**config.mk**
```make
export PLATFORM = sky130hd
export DESIGN_NAME = mandelbrot_frame_engine
export DESIGN_NICKNAME = d
export VERILOG_FILES = /design/src/rtl/mandelbrot_frame_engine.sv
export SDC_FILE = /design/constraint.sdc
export NUM_CORES = 1
export LEC_CHECK = 0
export CAP_MARGIN = 20
export CORE_UTILIZATION = 58
export CTS_CLUSTER_DIAMETER = 150
export DETAILED_ROUTE_END_ITERATION = 16
export PLACE_DENSITY = 0.79
export SLEW_MARGIN = 30
export SYNTH_ARGS = -nofsm -noshare
export SYNTH_HDL_FRONTEND = slang
export SYNTH_SLANG_ARGS = --single-unit
export TNS_END_PERCENT = 50
```
**constraint.sdc**
```tcl
create_clock -name clk -period 9.2 [get_ports clk]
set_input_delay 1.84 -clock clk [delete_from_list [all_inputs] [get_ports clk]]
set_output_delay 1.84 -clock clk [all_outputs]
set_load 0.05 [all_outputs]
```
**src/rtl/mandelbrot_frame_engine.sv**
```systemverilog
`default_nettype none
// +--------------------------------------------------------------------------+
// | Module      : mandelbrot_frame_engine                                    |
// | Description : Raster-scanning Mandelbrot/Julia pixel engine. Performs    |
// |               one z <- z^2 + c iteration per clock on a signed fixed-    |
// |               point datapath and streams one result per pixel over a     |
// |               valid/ready interface.                                     |
// | Revision    : 1.0 - initial release                                      |
// +--------------------------------------------------------------------------+
module mandelbrot_frame_engine #(
  parameter  int BITWIDTH  = 12,
  parameter  int FRAC      = 9,
  parameter  int CTRWIDTH  = 8,
  parameter  int STEPWIDTH = 8,
  parameter  int WIDTH     = 320,
  parameter  int HEIGHT    = 240,
  localparam int c_XW      = (WIDTH  > 1) ? $clog2(WIDTH)  : 1,
  localparam int c_YW      = (HEIGHT > 1) ? $clog2(HEIGHT) : 1
) (
  input  logic                        clk,
  input  logic                        rst_n,
  input  logic                        i_start,
  input  logic                        i_abort,
  input  logic                        i_mode,
  input  logic [CTRWIDTH-1:0]         i_max_iter,
  input  logic signed [BITWIDTH-1:0]  i_cr_origin,
  input  logic signed [BITWIDTH-1:0]  i_ci_origin,
  input  logic signed [STEPWIDTH-1:0] i_cr_step,
  input  logic signed [STEPWIDTH-1:0] i_ci_step,
  input  logic signed [BITWIDTH-1:0]  i_julia_cr,
  input  logic signed [BITWIDTH-1:0]  i_julia_ci,
  output logic                        o_busy,
  output logic                        o_done,
  output logic                        o_pix_valid,
  input  logic                        i_pix_ready,
  output logic [CTRWIDTH-1:0]         o_pix_iter,
  output logic                        o_pix_escaped,
  output logic [c_XW-1:0]             o_pix_x,
  output logic [c_YW-1:0]             o_pix_y,
  output logic                        o_pix_last
);

  // Internal arithmetic width: holds squares, their sum and 2*zr*zi exactly,
  // so neither the escape test nor the overflow test can be fooled by a wrap.
  localparam int c_PW = 2 * BITWIDTH + 2;
  localparam logic signed [c_PW-1:0] c_ESC_MAG = c_PW'(4 << FRAC);

  typedef enum logic [1:0] {
    S_IDLE   = 2'd0,
    S_INIT   = 2'd1,
    S_ITER   = 2'd2,
    S_OUTPUT = 2'd3
  } state_t;

  state_t r_state;

  // Frame configuration captured when start is accepted
  logic                        r_mode;
  logic [CTRWIDTH-1:0]         r_max_iter;
  logic signed [BITWIDTH-1:0]  r_cr_origin;
  logic signed [STEPWIDTH-1:0] r_cr_step;
  logic signed [STEPWIDTH-1:0] r_ci_step;
  logic signed [BITWIDTH-1:0]  r_julia_cr;
  logic signed [BITWIDTH-1:0]  r_julia_ci;

  // Scan position and the complex coordinate of the current pixel
  logic [c_XW-1:0]             r_x;
  logic [c_YW-1:0]             r_y;
  logic signed [BITWIDTH-1:0]  r_pr;
  logic signed [BITWIDTH-1:0]  r_pi;

  // Iteration state
  logic signed [BITWIDTH-1:0]  r_zr;
  logic signed [BITWIDTH-1:0]  r_zi;
  logic signed [BITWIDTH-1:0]  r_cr;
  logic signed [BITWIDTH-1:0]  r_ci;
  logic [CTRWIDTH-1:0]         r_iter;

  // Registered outputs
  logic                        r_busy;
  logic                        r_done;
  logic                        r_pix_valid;
  logic [CTRWIDTH-1:0]         r_pix_iter;
  logic                        r_pix_escaped;
  logic                        r_pix_last;

  // Datapath wires
  logic signed [c_PW-1:0]      w_zr_ext;
  logic signed [c_PW-1:0]      w_zi_ext;
  logic signed [c_PW-1:0]      w_cr_ext;
  logic signed [c_PW-1:0]      w_ci_ext;
  logic signed [c_PW-1:0]      w_zr_sq;
  logic signed [c_PW-1:0]      w_zi_sq;
  logic signed [c_PW-1:0]      w_zrzi;
  logic signed [c_PW-1:0]      w_mag;
  logic signed [c_PW-1:0]      w_nzr;
  logic signed [c_PW-1:0]      w_nzi;
  logic                        w_mag_esc;
  logic                        w_nzr_fit;
  logic                        w_nzi_fit;
  logic [CTRWIDTH-1:0]         w_iter_inc;
  logic signed [BITWIDTH-1:0]  w_cr_step_ext;
  logic signed [BITWIDTH-1:0]  w_ci_step_ext;
  logic                        w_x_end;
  logic                        w_y_end;

  // Pixel result decision for the current ITER cycle
  logic                        w_res_hit;
  logic                        w_res_esc;
  logic [CTRWIDTH-1:0]         w_res_iter;

  assign w_zr_ext = c_PW'(r_zr);
  assign w_zi_ext = c_PW'(r_zi);
  assign w_cr_ext = c_PW'(r_cr);
  assign w_ci_ext = c_PW'(r_ci);

  assign w_zr_sq  = w_zr_ext * w_zr_ext;
  assign w_zi_sq  = w_zi_ext * w_zi_ext;
  assign w_zrzi   = w_zr_ext * w_zi_ext;

  assign w_mag    = (w_zr_sq + w_zi_sq) >>> FRAC;
  assign w_nzr    = ((w_zr_sq - w_zi_sq) >>> FRAC) + w_cr_ext;
  assign w_nzi    = ((w_zrzi <<< 1) >>> FRAC) + w_ci_ext;

  assign w_mag_esc = (w_mag >= c_ESC_MAG);

  // A value fits in BITWIDTH signed when every bit above the sign bit agrees
  assign w_nzr_fit = (&w_nzr[c_PW-1:BITWIDTH-1]) | ~(|w_nzr[c_PW-1:BITWIDTH-1]);
  assign w_nzi_fit = (&w_nzi[c_PW-1:BITWIDTH-1]) | ~(|w_nzi[c_PW-1:BITWIDTH-1]);

  assign w_iter_inc    = r_iter + CTRWIDTH'(1);
  assign w_cr_step_ext = BITWIDTH'(r_cr_step);
  assign w_ci_step_ext = BITWIDTH'(r_ci_step);

  assign w_x_end = (r_x == c_XW'(WIDTH - 1));
  assign w_y_end = (r_y == c_YW'(HEIGHT - 1));

  // Priority-ordered exit tests: escape, iteration limit, then overflow
  always_comb begin
    w_res_hit  = 1'b1;
    w_res_esc  = 1'b1;
    w_res_iter = r_iter;
    if (w_mag_esc) begin
      w_res_esc = 1'b1;
    end else if (r_iter == r_max_iter) begin
      w_res_esc = 1'b0;
    end else if (!(w_nzr_fit && w_nzi_fit)) begin
      w_res_iter = w_iter_inc;
    end else begin
      w_res_hit = 1'b0;
    end
  end

  // Frame control FSM, iteration datapath and registered stream outputs
  always_ff @(posedge clk or negedge rst_n) begin
    if (!rst_n) begin
      r_state       <= S_IDLE;
      r_mode        <= 1'b0;
      r_max_iter    <= '0;
      r_cr_origin   <= '0;
      r_cr_step     <= '0;
      r_ci_step     <= '0;
      r_julia_cr    <= '0;
      r_julia_ci    <= '0;
      r_x           <= '0;
      r_y           <= '0;
      r_pr          <= '0;
      r_pi          <= '0;
      r_zr          <= '0;
      r_zi          <= '0;
      r_cr          <= '0;
      r_ci          <= '0;
      r_iter        <= '0;
      r_busy        <= 1'b0;
      r_done        <= 1'b0;
      r_pix_valid   <= 1'b0;
      r_pix_iter    <= '0;
      r_pix_escaped <= 1'b0;
      r_pix_last    <= 1'b0;
    end else begin
      r_done <= 1'b0;
      if (i_abort) begin
        // Abort wins over start, so an IDLE abort+start leaves us idle
        r_state     <= S_IDLE;
        r_busy      <= 1'b0;
        r_pix_valid <= 1'b0;
        r_pix_last  <= 1'b0;
      end else begin
        case (r_state)
          S_IDLE: begin
            if (i_start) begin
              r_mode      <= i_mode;
              r_max_iter  <= i_max_iter;
              r_cr_origin <= i_cr_origin;
              r_cr_step   <= i_cr_step;
              r_ci_step   <= i_ci_step;
              r_julia_cr  <= i_julia_cr;
              r_julia_ci  <= i_julia_ci;
              r_x         <= '0;
              r_y         <= '0;
              r_pr        <= i_cr_origin;
              r_pi        <= i_ci_origin;
              r_busy      <= 1'b1;
              r_state     <= S_INIT;
            end
          end

          S_INIT: begin
            if (r_mode) begin
              r_zr <= r_pr;
              r_zi <= r_pi;
              r_cr <= r_julia_cr;
              r_ci <= r_julia_ci;
            end else begin
              r_zr <= '0;
              r_zi <= '0;
              r_cr <= r_pr;
              r_ci <= r_pi;
            end
            r_iter  <= '0;
            r_state <= S_ITER;
          end

          S_ITER: begin
            if (w_res_hit) begin
              r_pix_iter    <= w_res_iter;
              r_pix_escaped <= w_res_esc;
              r_pix_last    <= w_x_end && w_y_end;
              r_pix_valid   <= 1'b1;
              r_state       <= S_OUTPUT;
            end else begin
              r_zr   <= w_nzr[BITWIDTH-1:0];
              r_zi   <= w_nzi[BITWIDTH-1:0];
              r_iter <= w_iter_inc;
            end
          end

          S_OUTPUT: begin
            // pix_valid is held high for the whole state, so ready alone
            // marks the handshake
            if (i_pix_ready) begin
              r_pix_valid <= 1'b0;
              r_pix_last  <= 1'b0;
              if (w_x_end && w_y_end) begin
                r_done  <= 1'b1;
                r_busy  <= 1'b0;
                r_state <= S_IDLE;
              end else if (w_x_end) begin
                r_x     <= '0;
                r_y     <= r_y + c_YW'(1);
                r_pr    <= r_cr_origin;
                r_pi    <= r_pi + w_ci_step_ext;
                r_state <= S_INIT;
              end else begin
                r_x     <= r_x + c_XW'(1);
                r_pr    <= r_pr + w_cr_step_ext;
                r_state <= S_INIT;
              end
            end
          end

          default: begin
            r_state <= S_IDLE;
          end
        endcase
      end
    end
  end

  assign o_busy        = r_busy;
  assign o_done        = r_done;
  assign o_pix_valid   = r_pix_valid;
  assign o_pix_iter    = r_pix_iter;
  assign o_pix_escaped = r_pix_escaped;
  assign o_pix_x       = r_x;
  assign o_pix_y       = r_y;
  assign o_pix_last    = r_pix_last;

endmodule
`default_nettype wire

```
==> results of run 1 <==
-- path summary, 6_finish.rpt --
kind	start	end	slack (ps)	cells past startpoint
worst max-delay path	r_zi[1]	r_zr[10]	-180	44
worst min-delay path	r_ci[2]	r_ci[2]	480	2
worst max register to register	r_zi[1]	r_zr[10]	-180	44
worst min register to register	r_ci[2]	r_ci[2]	480	2
max in group asynchronous	rst_n	r_zi[7]	6410	2
min in group asynchronous	rst_n	r_max_iter[5]	1370	1
-- logic make-up after synthesis --
kind of cell               share of synthesized area [%]
AOI/OAI and AO/OA                                  10.90
adders and majority gates                          41.88
muxes                                              4.057
xor gates and xnor gates                           4.612
buffers and inverters                              9.769
and+or+nand+nor                                    12.39
DFF                                                16.40
-- synth_stat cells, drive strengths merged, types with 32 or more instances --
master  count  area share (%)
inv       567             8.1
fa        386              29
nand2     280             4.0
ha        266              13
nor2      192             2.7
dfrtp     173              16
a21oi     129             2.4
o21ai     129             2.4
xnor2      95             3.2
clkbuf     92             1.3
mux2       64             2.7
and2       50             1.2
nor3       45            0.87
xor2       44             1.5
nand3      38            0.72
mux2i      35             1.3
a21o       32            0.91
-- area by class of cell --
type,count,area share (%)
Timing Repair Buffer,328,9.239
Clock buffer,17,1.377
Sequential cell,173,14.07
Tap cell,592,2.398
Inverter,573,6.975
Clock inverter,15,0.6440
Multi-Input combinational cell,2065,65.29
-- per-stage QoR --
stage	area [um2]	setup TNS (ps)	hold slack, ps	setup slack (ps)	instances
floorplan	26410	0	456.3	34.08	2920
global placement	29130	-1198	472.0	-79.13	3681
detailed placement	29150	-12880	477.7	-400.0	3682
CTS	30230	0	494.7	0.5445	3736
global route	30890	-16550	515.5	-467.4	3763
finish	30890	-2487	483.8	-176.0	3763
-- layer usage --
metal  wire length [um]  up-vias
met5                  0        -
met2              34030      887
met3               5496      197
met1              27490    10620
li1                   -     9787
met4               3167        0
-- worst register-to-register path: cells and delay by family, from the launching register on --
| kind | cells | cell delay [ps] |
|---|---|---|
| simple gates | 5 | 1220 |
| buf+inv | 15 | 1700 |
| xor+xnor | 3 | 630 |
| compound gates | 13 | 1980 |
| flops | 1 | 470 |
| fa+ha+maj | 8 | 3270 |
-- repair_timing --
item,in CTS,in global routing
pin swaps,31,57
endpoints found under the setup margin,45,45
gates cloned,2,1
setup buffers,20,26
gates resized for setup,57,115
-- flip-flops by register name, indices dropped and copies added (netlist names), 9 cells and up --
register     flops
r_cr            12
r_cr_origin     12
r_zr            12
o_pix_x          9
r_julia_cr      12
r_julia_ci      12
r_zi            12
r_pr            12
r_pi            12
r_ci            12
==> summary.txt, run 1 <==
Setup path
  • CP dominant cell by count: buf_4
  • Slowest cell on crit path: or4_4
  • Critical Path AT: 9710 ps
  • Critical path capture point type: flip-flop
  • Slowest stage delay, CP: 560 ps
  • Crit path kind: reg -> reg
  • Crit path launch type: flip-flop
  • Delay-heaviest family, CP: adder cells
  • CP Data Required Time: 9530 ps
  • CP Buf/Inv Count: 15
  • Max Fanout on Critical Path: 8

Run status
  • Failing checks: negative setup slack
  • Status: complete, but fails checks

Job
  • Max Cap Viol: 0

Die
  • Die ar.: 0.04637 mm2
  • Die W: 215.3 um
  • Chip height: 215.3 um
  • Core area: 0.04451 mm2
  • Top Ports: 108
  • Initial Utilization: 59.31%
  • Row cnt: 77

GRT
  • Largest net degree at the start of global routing: 67
  • GRT Total Usage: 30.83%
  • Congestion Overflow GR: 0
  • Initial antenna violation count: 0
  • Vias in the first global route: 22740
  • Met1 Track Usage GR: 38.48%
  • GR Util met3: 6.100%
  • Routing usage on met2: 52.15%
  • First-pass GRT wire length: 113.6 mm
  • Global routing's busiest layer: met2

Logic synthesis
  • Synth Register Bits: 173
  • Yosys warns: 0
  • Post-synth ARST share: 100.0%
  • Synthesized area: 0.02640 mm2
  • Synth unique cells: 75
  • Syn nets: 3650
  • Top FF cell, synth: dfrtp_1
  • Post-synth EDFFs: 0
  • Mean post-synth cell area: 9.040 um2
  • Post-synthesis sequential area ratio: 16.40%
  • Post-synthesis cell count: 2920

Finish
  • Area of the multi-input gates: 0.02017 mm2
  • NumNets Final: 3888
  • Final cell utilization of the core: 69.40%
  • Diode count: 0
  • Commonest cells after routing, fill and taps aside: inv_1 (557), fa_1 (382), nand2_1 (274)
  • Ratio of cells with drive above 1 in the final layout: 14.76%
  • Seq. cell area: 0.004347 mm2
  • Area Overhead vs Synth: 17.02%
  • Commonest non-fill, non-tap cell in the layout: inv_1
  • Filler instances: 3284

Timing
  • Final Max Slew Viols: 0
  • Setup ws final: -176.0 ps
  • Highest clock rate: 0.1067 GHz
  • RSZ-0062 raised after global routing: true
  • # setup viols final: 40
  • Fin crit period: 9376 ps
  • Worst-Margin Slew: 877.5 ps
  • Crit share post-route: 101.9%
  • Setup Skew: 14.37 ps
  • Rel. slew slack: 41.50%
  • Final Hold Fails: 0

CTS
  • Hold Buf Count CTS: 0
  • Clock transition at path regs: 70 ps
  • Htree depth: 4
  • Root Buffer Master: clkbuf_16
  • Num CTS Buffers: 17
  • CTS Sinks: 173
  • CTS tree: built
  • Worst skew pair latency: 460 ps
  • Clock buffer depth: 2

Route
  • DRT Wirelength: 70.18 mm
  • Initial DRC count: 1425
  • WL/cell: 18.65 um
  • DR pass1 iterations: 6
  • DRC: 0
  • Via density: 5.711
  • DRT antenna net count: 0
  • DR vias: 21490

Placed design
  • Routability cong.: 0.9314
  • HPWL Detailed: 55.63 mm
  • Port bufs: 107

Worst hold path
  • Worst hold path type: reg -> reg
Power of run 1 is left out: the tool's default activity adds up to more than one toggle a clock period on the data nets, which glitch-free logic cannot reach.
==> run 2, diff against run 1 <==
--- a/config.mk
+++ b/config.mk
@@ -6,10 +6,12 @@
 export NUM_CORES = 1
 export LEC_CHECK = 0
 export CAP_MARGIN = 20
+export CORE_MARGIN = 3
 export CORE_UTILIZATION = 58
 export CTS_CLUSTER_DIAMETER = 150
 export DETAILED_ROUTE_END_ITERATION = 16
 export PLACE_DENSITY = 0.79
+export SKIP_CTS_REPAIR_TIMING = 1
 export SLEW_MARGIN = 30
 export SYNTH_ARGS = -nofsm -noshare
 export SYNTH_HDL_FRONTEND = slang
==> summary.txt, run 2 (synthesis gave the netlist of run 1 again) <==
Placed design
  • Routability cong.: 0.9280 (was 0.9314)
  • HPWL Detailed: 54.30 mm (was 55.63 mm)
  • Port bufs: 107 (unchanged)
  • Dpl ws: -306.1 ps (was -400.0 ps)

GRT
  • Initial antenna violation count: 1 (was 0)
  • First-pass GRT wire length: 109.4 mm (was 113.6 mm)
  • GRT Total Usage: 28.38% (was 30.83%)
  • Largest net degree at the start of global routing: 98 (was 67)
  • Congestion Overflow GR: 0 (unchanged)
  • Vias in the first global route: 22330 (was 22740)

Timing
  • Highest clock rate: 0.1047 GHz (was 0.1067 GHz)
  • Setup ws final: -347.7 ps (was -176.0 ps)
  • Crit share post-route: 103.8% (was 101.9%)
  • Fin crit period: 9548 ps (was 9376 ps)
  • Final Hold Fails: 0 (unchanged)
  • RSZ-0062 raised after global routing: true (unchanged)
  • Worst-Margin Slew: 1338 ps (was 877.5 ps)
  • Final Max Slew Viols: 0 (unchanged)
  • Setup Skew: 14.04 ps (was 14.37 ps)
  • # setup viols final: 43 (was 40)
  • Rel. slew slack: 10.37% (was 41.50%)

CTS
  • Num CTS Buffers: 17 (unchanged)
  • Htree depth: 4 (unchanged)
  • CTS tree: built (unchanged)
  • Clock transition at path regs: 70 ps (about the same)
  • Worst skew pair latency: 450 ps (was 460 ps)
  • CTS Sinks: 173 (unchanged)
  • Clock buffer depth: 2 (unchanged)
  • Root Buffer Master: clkbuf_16 (unchanged)

Die
  • Chip height: 219.3 um (was 215.3 um)
  • Row cnt: 77 (unchanged)
  • Core area: 0.04461 mm2 (was 0.04451 mm2)
  • Die W: 219.3 um (was 215.3 um)
  • Die ar.: 0.04811 mm2 (was 0.04637 mm2)
  • Top Ports: 108 (unchanged)
  • Initial Utilization: 59.18% (was 59.31%)

Route
  • DR pass1 iterations: 7 (was 6)
  • DRT antenna net count: 0 (unchanged)
  • Initial DRC count: 1477 (was 1425)
  • DR vias: 21280 (was 21490)
  • WL/cell: 18.09 um (was 18.65 um)
  • Via density: 5.661 (was 5.711)
  • DRT Wirelength: 67.99 mm (was 70.18 mm)
  • DRC: 0 (unchanged)

Worst hold path
  • WHS Endpoint: r_ci[8] (was r_ci[2])
  • Beginning of the worst hold path: r_ci[8] (was r_ci[2])
  • WHS Path Cells: 2 (unchanged)
  • Worst hold path type: reg -> reg (unchanged)

Setup path
  • Worst reg2reg path endpoint: r_zr[10] (unchanged)
  • Slowest stage delay, CP: 560 ps (about the same)
  • Max Fanout on Critical Path: 8 (unchanged)
  • Slowest cell on crit path: or4_4 (unchanged)
  • Critical Path AT: 9870 ps (was 9710 ps)
  • R2R setup slack: -350 ps (was -180 ps)
  • Critical path capture point type: flip-flop (unchanged)
  • Crit path kind: reg -> reg (unchanged)
  • CP Data Required Time: 9520 ps (was 9530 ps)
  • Reg2reg start: r_zi[2] (was r_zi[1])
  • Crit path launch type: flip-flop (unchanged)
  • Worst Reg-to-Reg Cells: 43 (was 44)
  • CP dominant cell by count: fa_1 (was buf_4)

Finish
  • Area Overhead vs Synth: 16.89% (was 17.02%)
  • Ratio of cells with drive above 1 in the final layout: 14.50% (was 14.76%)
  • Area of the multi-input gates: 0.02018 mm2 (was 0.02017 mm2)
  • NumNets Final: 3883 (was 3888)
  • Commonest cells after routing, fill and taps aside: inv_1 (559), fa_1 (386), nand2_1 (276) (was inv_1 (557), fa_1 (382), nand2_1 (274))
  • Filler instances: 3260 (was 3284)
  • Commonest non-fill, non-tap cell in the layout: inv_1 (unchanged)
  • Seq. cell area: 0.004347 mm2 (unchanged)

Run status
  • Failing checks: negative setup slack (unchanged)
  • Status: complete, but fails checks (unchanged)

Job
  • Max Cap Viol: 0 (unchanged)
run 2: critical path, delay by kind of cell, from the launching register on:
family | cells | cell delay [ps]
AO/OA/AOI/OAI | 13 | 2080
XOR/XNOR | 3 | 540
adder cells (fa/ha/maj) | 8 | 3280
buffers and inverters | 12 | 1410
flip-flops | 1 | 370
AND/OR/NAND/NOR | 7 | 1730
run 2: how the worst max path moves through the flow:
stage	startpoint	to	slack [ps]
finish	r_zi[2]	r_zr[10]	-350
global route	r_zr[4]	r_zr[5]	-630
CTS	r_zi[2]	r_iter[4]	-320
detailed placement	r_zi[2]	r_iter[4]	-310
global placement	r_zi[2]	r_iter[4]	-50
floorplan	r_zi[2]	r_zr[8]	30
run 2: routing by layer:
layer | routed length [um] | global-route usage, % | vias to the layer above
met1 | 27080 | 36.73 | 10500
met5 | 0 | 0.2083 | -
li1 | - | - | 9774
met3 | 4865 | 4.929 | 180
met2 | 33080 | 48.77 | 822
met4 | 2969 | 8.792 | 0
run 2: layout make-up:
type                    instances  area share [%]
multi-input cells            2065           65.41
flip-flops and latches        173           14.09
repair buffers                323           9.148
inverters                     573           7.011
well taps                     592           2.400
clock buffers                  17           1.379
clock inverters                14          0.5596
diodes                          1        0.008110
run 2: through the flow:
stage	std cells	hold WS [ps]	TNS, ps	instance area, um2	util (%)
after floorplan	2920	456.3	0	26410	-
after global placement	3695	472.9	-156.0	29260	65.60
after detailed placement	3695	476.7	-8915	29260	65.60
after CTS	3726	494.1	-9689	29860	66.94
after global routing	3757	521.5	-20890	30850	69.17
final	3758	492.3	-6872	30860	69.18
Power of run 2 is left out for the same reason.
==> patch 1, RTL diff (config.mk and constraints of run 1) <==
`BITWIDTH`: 12 -> 10.
--- a/src/rtl/mandelbrot_frame_engine.sv
+++ b/src/rtl/mandelbrot_frame_engine.sv
@@ -8,7 +8,7 @@
 // | Revision    : 1.0 - initial release                                      |
 // +--------------------------------------------------------------------------+
 module mandelbrot_frame_engine #(
-  parameter  int BITWIDTH  = 12,
+  parameter  int BITWIDTH  = 10,
   parameter  int FRAC      = 9,
   parameter  int CTRWIDTH  = 8,
   parameter  int STEPWIDTH = 8,
Ports: changed (resized i_ci_origin, i_cr_origin, i_julia_ci and i_julia_cr); port bits go from 108 to 100. The function was not compared with the original's and may differ.
==> patch 1 against run 1 <==
- final area is 23% lower
- non-clock buffer count is 145 lower
- area after synthesis is 21% lower
- critical path type unchanged
- sequential cell count is 18 lower
- worst setup slack better by 0.44 ns
- count of clock-buffer cells in the layout is 1 higher
- routed wire length is 30% lower
Power is not shown: default switching activity piles up to over one toggle a cycle in this logic, so the estimate is an artifact.
==> patch 1: results (changes against run 1) <==
[timing]
whs_ns=0.4963  ; +0.01249 ns
setup_violations=0  ; -100%
worst_pin_slew_ns=0.7785  ; -0.09896 ns

[placement]
dp_cells=2840  ; -23%
pre_cts_slack_ns=-0.4102  ; -0.01016 ns
io_buffers=99  ; -7.5%
gp_congestion=0.9194  ; -1.3%
post_dp_cell_area_mm2=0.02268  ; -22%

[floorplan]
die_area_mm2=0.03692  ; -20%

[final_layout]
fillers=2749  ; -16%
utilization_pct=67.00  ; -2.4 points
drive_gt1_share_pct=10.85  ; -3.9 points
fin_nets=2979  ; -23%

[critical_path]
r2r_end=r_iter[3]
worst_r2r_startpoint=r_zr[2]
r2r_slack_ns=0.26  ; +0.44 ns
r2r_cells=36  ; -18%
slowest_delay_ns=0.53  ; -0.03 ns

[grt]
grt_max_degree=84  ; +25%
grt_pass1_wl_um=81590  ; -28%
grt.total_usage_pct=27.82  ; -3.0 points
use_met1_pct=34.71  ; -3.8 points
use_met2_pct=48.23  ; -3.9 points
grt_util_met3_pct=4.988  ; -1.1 points

[synthesis]
seq_area_frac_synth_pct=18.50  ; +2.1 points
ys_top_cells_by_area=fa_1 24%, dfrtp_1 18%, ha_1 14%
synth_cell_types=79  ; +5.3%
synth_top_area_share_pct=24.44  ; -4.8 points

[cts]
clock_latency_ns=0.44  ; -0.02 ns

[detailed_routing]
num_vias=16470  ; -23%
drtIter0Drc=925  ; -35%
drt_pass1_iterations=8  ; +2
drt_wl_total_um=49400  ; -30%
wl_met1_um=20120  ; -27%
dr_wl_met2_um=24580  ; -28%
met3WireLength_um=2991  ; -46%

[outcome]
status=finished clean

-- patch 1: cell types whose count changed in the layout (fill, tap and decap cells not counted), sizes merged, moves of 19 or more --
cell / change
nor2: -78
o21ai: -19
buf: -138
ha: -35
fa: -130
inv: -128
nand2: -61
a21oi: -62
-- patch 1: timing repair --
item,CTS,global route
resized for setup,7,67
buffers inserted,0,23
hold buffers,0,0
cloned,0,1
pin swaps,0,21
endpoints found under the setup margin,41,41
-- patch 1: tightest hold or removal path: stages, from the launching register on --
cell     delay (ns)
dfrtp_1        0.35
nand2_1        0.05
o21ai_0        0.06
-- patch 1: cell families (layout without fill, tap and decap cells) --
| kind of cell | count (synthesis) | after routing | share of synthesized area [%] |
|---|---|---|---|
| adders and majority gates | 487 | 487 | 38.22 |
| DFF | 155 | 155 | 18.50 |
| AOI/OAI and AO/OA | 325 | 326 | 9.994 |
| buffers and inverters | 529 | 661 | 9.553 |
| muxes | 111 | 111 | 5.901 |
| xor gates and xnor gates | 117 | 117 | 4.887 |
| and+or+nand+nor | 577 | 577 | 12.95 |
-- patch 1: worst max-delay path by stage --
stage / slack (ns) / start / endpoint / cells after the start
CTS: 0.01 / r_zr[2] / r_zr[3] / 35
finish: 0.26 / r_zr[2] / r_iter[3] / 36
floorplan: 0.38 / r_zr[9] / r_zi[2] / 35
global route: -0.07 / r_zr[2] / r_iter[3] / 36
detailed placement: -0.41 / r_zr[2] / r_zr[2] / 35
global placement: -0.02 / r_zr[4] / r_zr[7] / 35
-- patch 1: area by class of cell --
class	count	area share, %
clock buffers	18	1.843
clock inverters	13	0.7665
inverters	447	7.056
multi-input cells	1618	64.61
flip-flops and latches	155	16.34
well taps	461	2.420
repair buffers	183	6.962
==> patch 2, RTL diff (settings of run 1) <==
Made on the original files. Make the reset (`rst_n`) synchronous in one clocked block.
--- a/src/rtl/mandelbrot_frame_engine.sv
+++ b/src/rtl/mandelbrot_frame_engine.sv
@@ -152,7 +152,7 @@
   end
 
   // Frame control FSM, iteration datapath and registered stream outputs
-  always_ff @(posedge clk or negedge rst_n) begin
+  always_ff @(posedge clk) begin
     if (!rst_n) begin
       r_state       <= S_IDLE;
       r_mode        <= 1'b0;
Behaviour: not the same (a bounded check fails within 4 cycles, from zero or initial values and one cycle with rst_n low; the reset may be asserted at any time).
==> patch 2 against run 1 <==
- final area shrank 1.6%
- worst hold slack worse by 0.025 ns
- sequential cell count is the same
- global-route usage is 0.11 points higher
- worst setup slack gained 0.44 ns
- area after synthesis rose by 0.26%
- routed wire length up 0.96%
- critical endpoint is now o_pix_last
Power is left out: it rests on default switching activity, and per cell area and clock period it moved more than threefold.
==> patch 2: results (changes against run 1) <==
[detailed_routing]
drcViolationCount=0  ; unchanged
drtIter0Drc=1570  ; +10%
drt_wl_total_um=70860  ; +0.96%
viasPerCell=5.788  ; +1.3%
drt_pass1_iterations=6  ; unchanged
num_vias=22620  ; +5.2%

[final_layout]
inverters=568  ; -0.87%
fillers=3445  ; +4.9%
fin_nets=4035  ; +3.8%
num-nonclk-buffers=274  ; -16%
register_area_mm2=0.003508  ; -19%
n_clock_buffer=17  ; unchanged
drive_gt1_share_pct=10.68  ; -4.1 points
buf_share_pct=8.074  ; -1.2 points
seq-cell-share_pct=11.54  ; -2.5 points
utilization_pct=68.16  ; -1.2 points
antenna_cells=0  ; unchanged
final-clk-cell-share_pct=2.123  ; +0.10 points
comb.multi_input.count=2269  ; +9.9%
multi_input_area_mm2=0.02092  ; +3.7%
synthToLayoutAreaGrowth_pct=14.88

[synthesis]
async_flop_share_pct=0  ; -100 points
seq_area_frac_synth_pct=13.09  ; -3.3 points
ys_top_cells_by_count=561 x inv_1, 386 x fa_1, 377 x nand2_1
synthMuxAreaShare_pct=1.513  ; -2.5 points
synth_cell_types=84  ; +12%
synthAdderAreaFrac_pct=41.87  ; about the same
ys.flop_type=dfxtp_1
synth-xor-area-share_pct=4.567  ; -0.045 points
avgSynthCellArea_um2=8.423  ; -6.8%
synth_compound_area_share_pct=12.97  ; +2.1 points
yosys_warnings=0  ; unchanged
ys_top_cells_by_area=fa_1 29%, dfxtp_1 13%, ha_1 13%

[critical_path]
slowest_delay_ns=0.54  ; -0.02 ns
critPathMaxFanout=10  ; +2
slowest_stage=fa_1
arrival_ns=9.28  ; -0.43 ns
crit_family=adder cells

[placement]
hpwl_um=55870  ; +0.43%
io_buffers=107  ; unchanged
dp_cells=3859  ; +4.8%
post_dp_cell_area_mm2=0.02900  ; -0.54%
gp_congestion=0.9495  ; +1.9%
pre_cts_slack_ns=-0.4743  ; -0.07426 ns

[cts]
clock_latency_ns=0.46  ; about the same
clock_path_buffers=2  ; unchanged
htreeDepth=4  ; unchanged
cts_root_buf=clkbuf_16

[grt]
grt_max_degree=81  ; +21%
grt_pass1_vias=23520  ; +3.4%
antenna_found_initial=1  ; +1
grt_pass1_wl_um=116100  ; +2.2%
grt.total_usage_pct=30.94  ; +0.11 points

[timing]
slew_headroom_pct=32.02  ; -9.5 points
fin_worst_skew_ns=0.01182  ; -0.002542 ns
finalSetupTns_ns=0  ; +2.487 ns

[min_path]
hold_path.class=reg -> reg

[outcome]
status=finished clean

-- patch 2: repair_timing --
item | 4_1_cts | 5_1_grt
cloned | 0 | 1
pin swaps | 3 | 33
endpoints found under the setup margin | 45 | 45
buffers inserted | 4 | 12
resized for setup | 18 | 125
-- patch 2: layer usage --
metal	part of all wire [%]	track usage, %	up-vias
met5	0.017	0	-
met4	4.4	13.55	2
met3	7.0	4.891	189
met2	49	52.75	899
met1	40	38.73	11110
li1	-	-	10420
-- patch 2: path summary, 6_finish.rpt --
path | end | depth (start not counted) | slack, ns | startpoint
setup / recovery | o_pix_last | 41 | 0.26 | r_zr[2]
hold / removal | r_julia_cr[6] | 2 | 0.46 | r_julia_cr[6]
setup reg to reg | o_pix_last | 41 | 0.26 | r_zr[2]
hold reg to reg | r_julia_cr[6] | 2 | 0.46 | r_julia_cr[6]
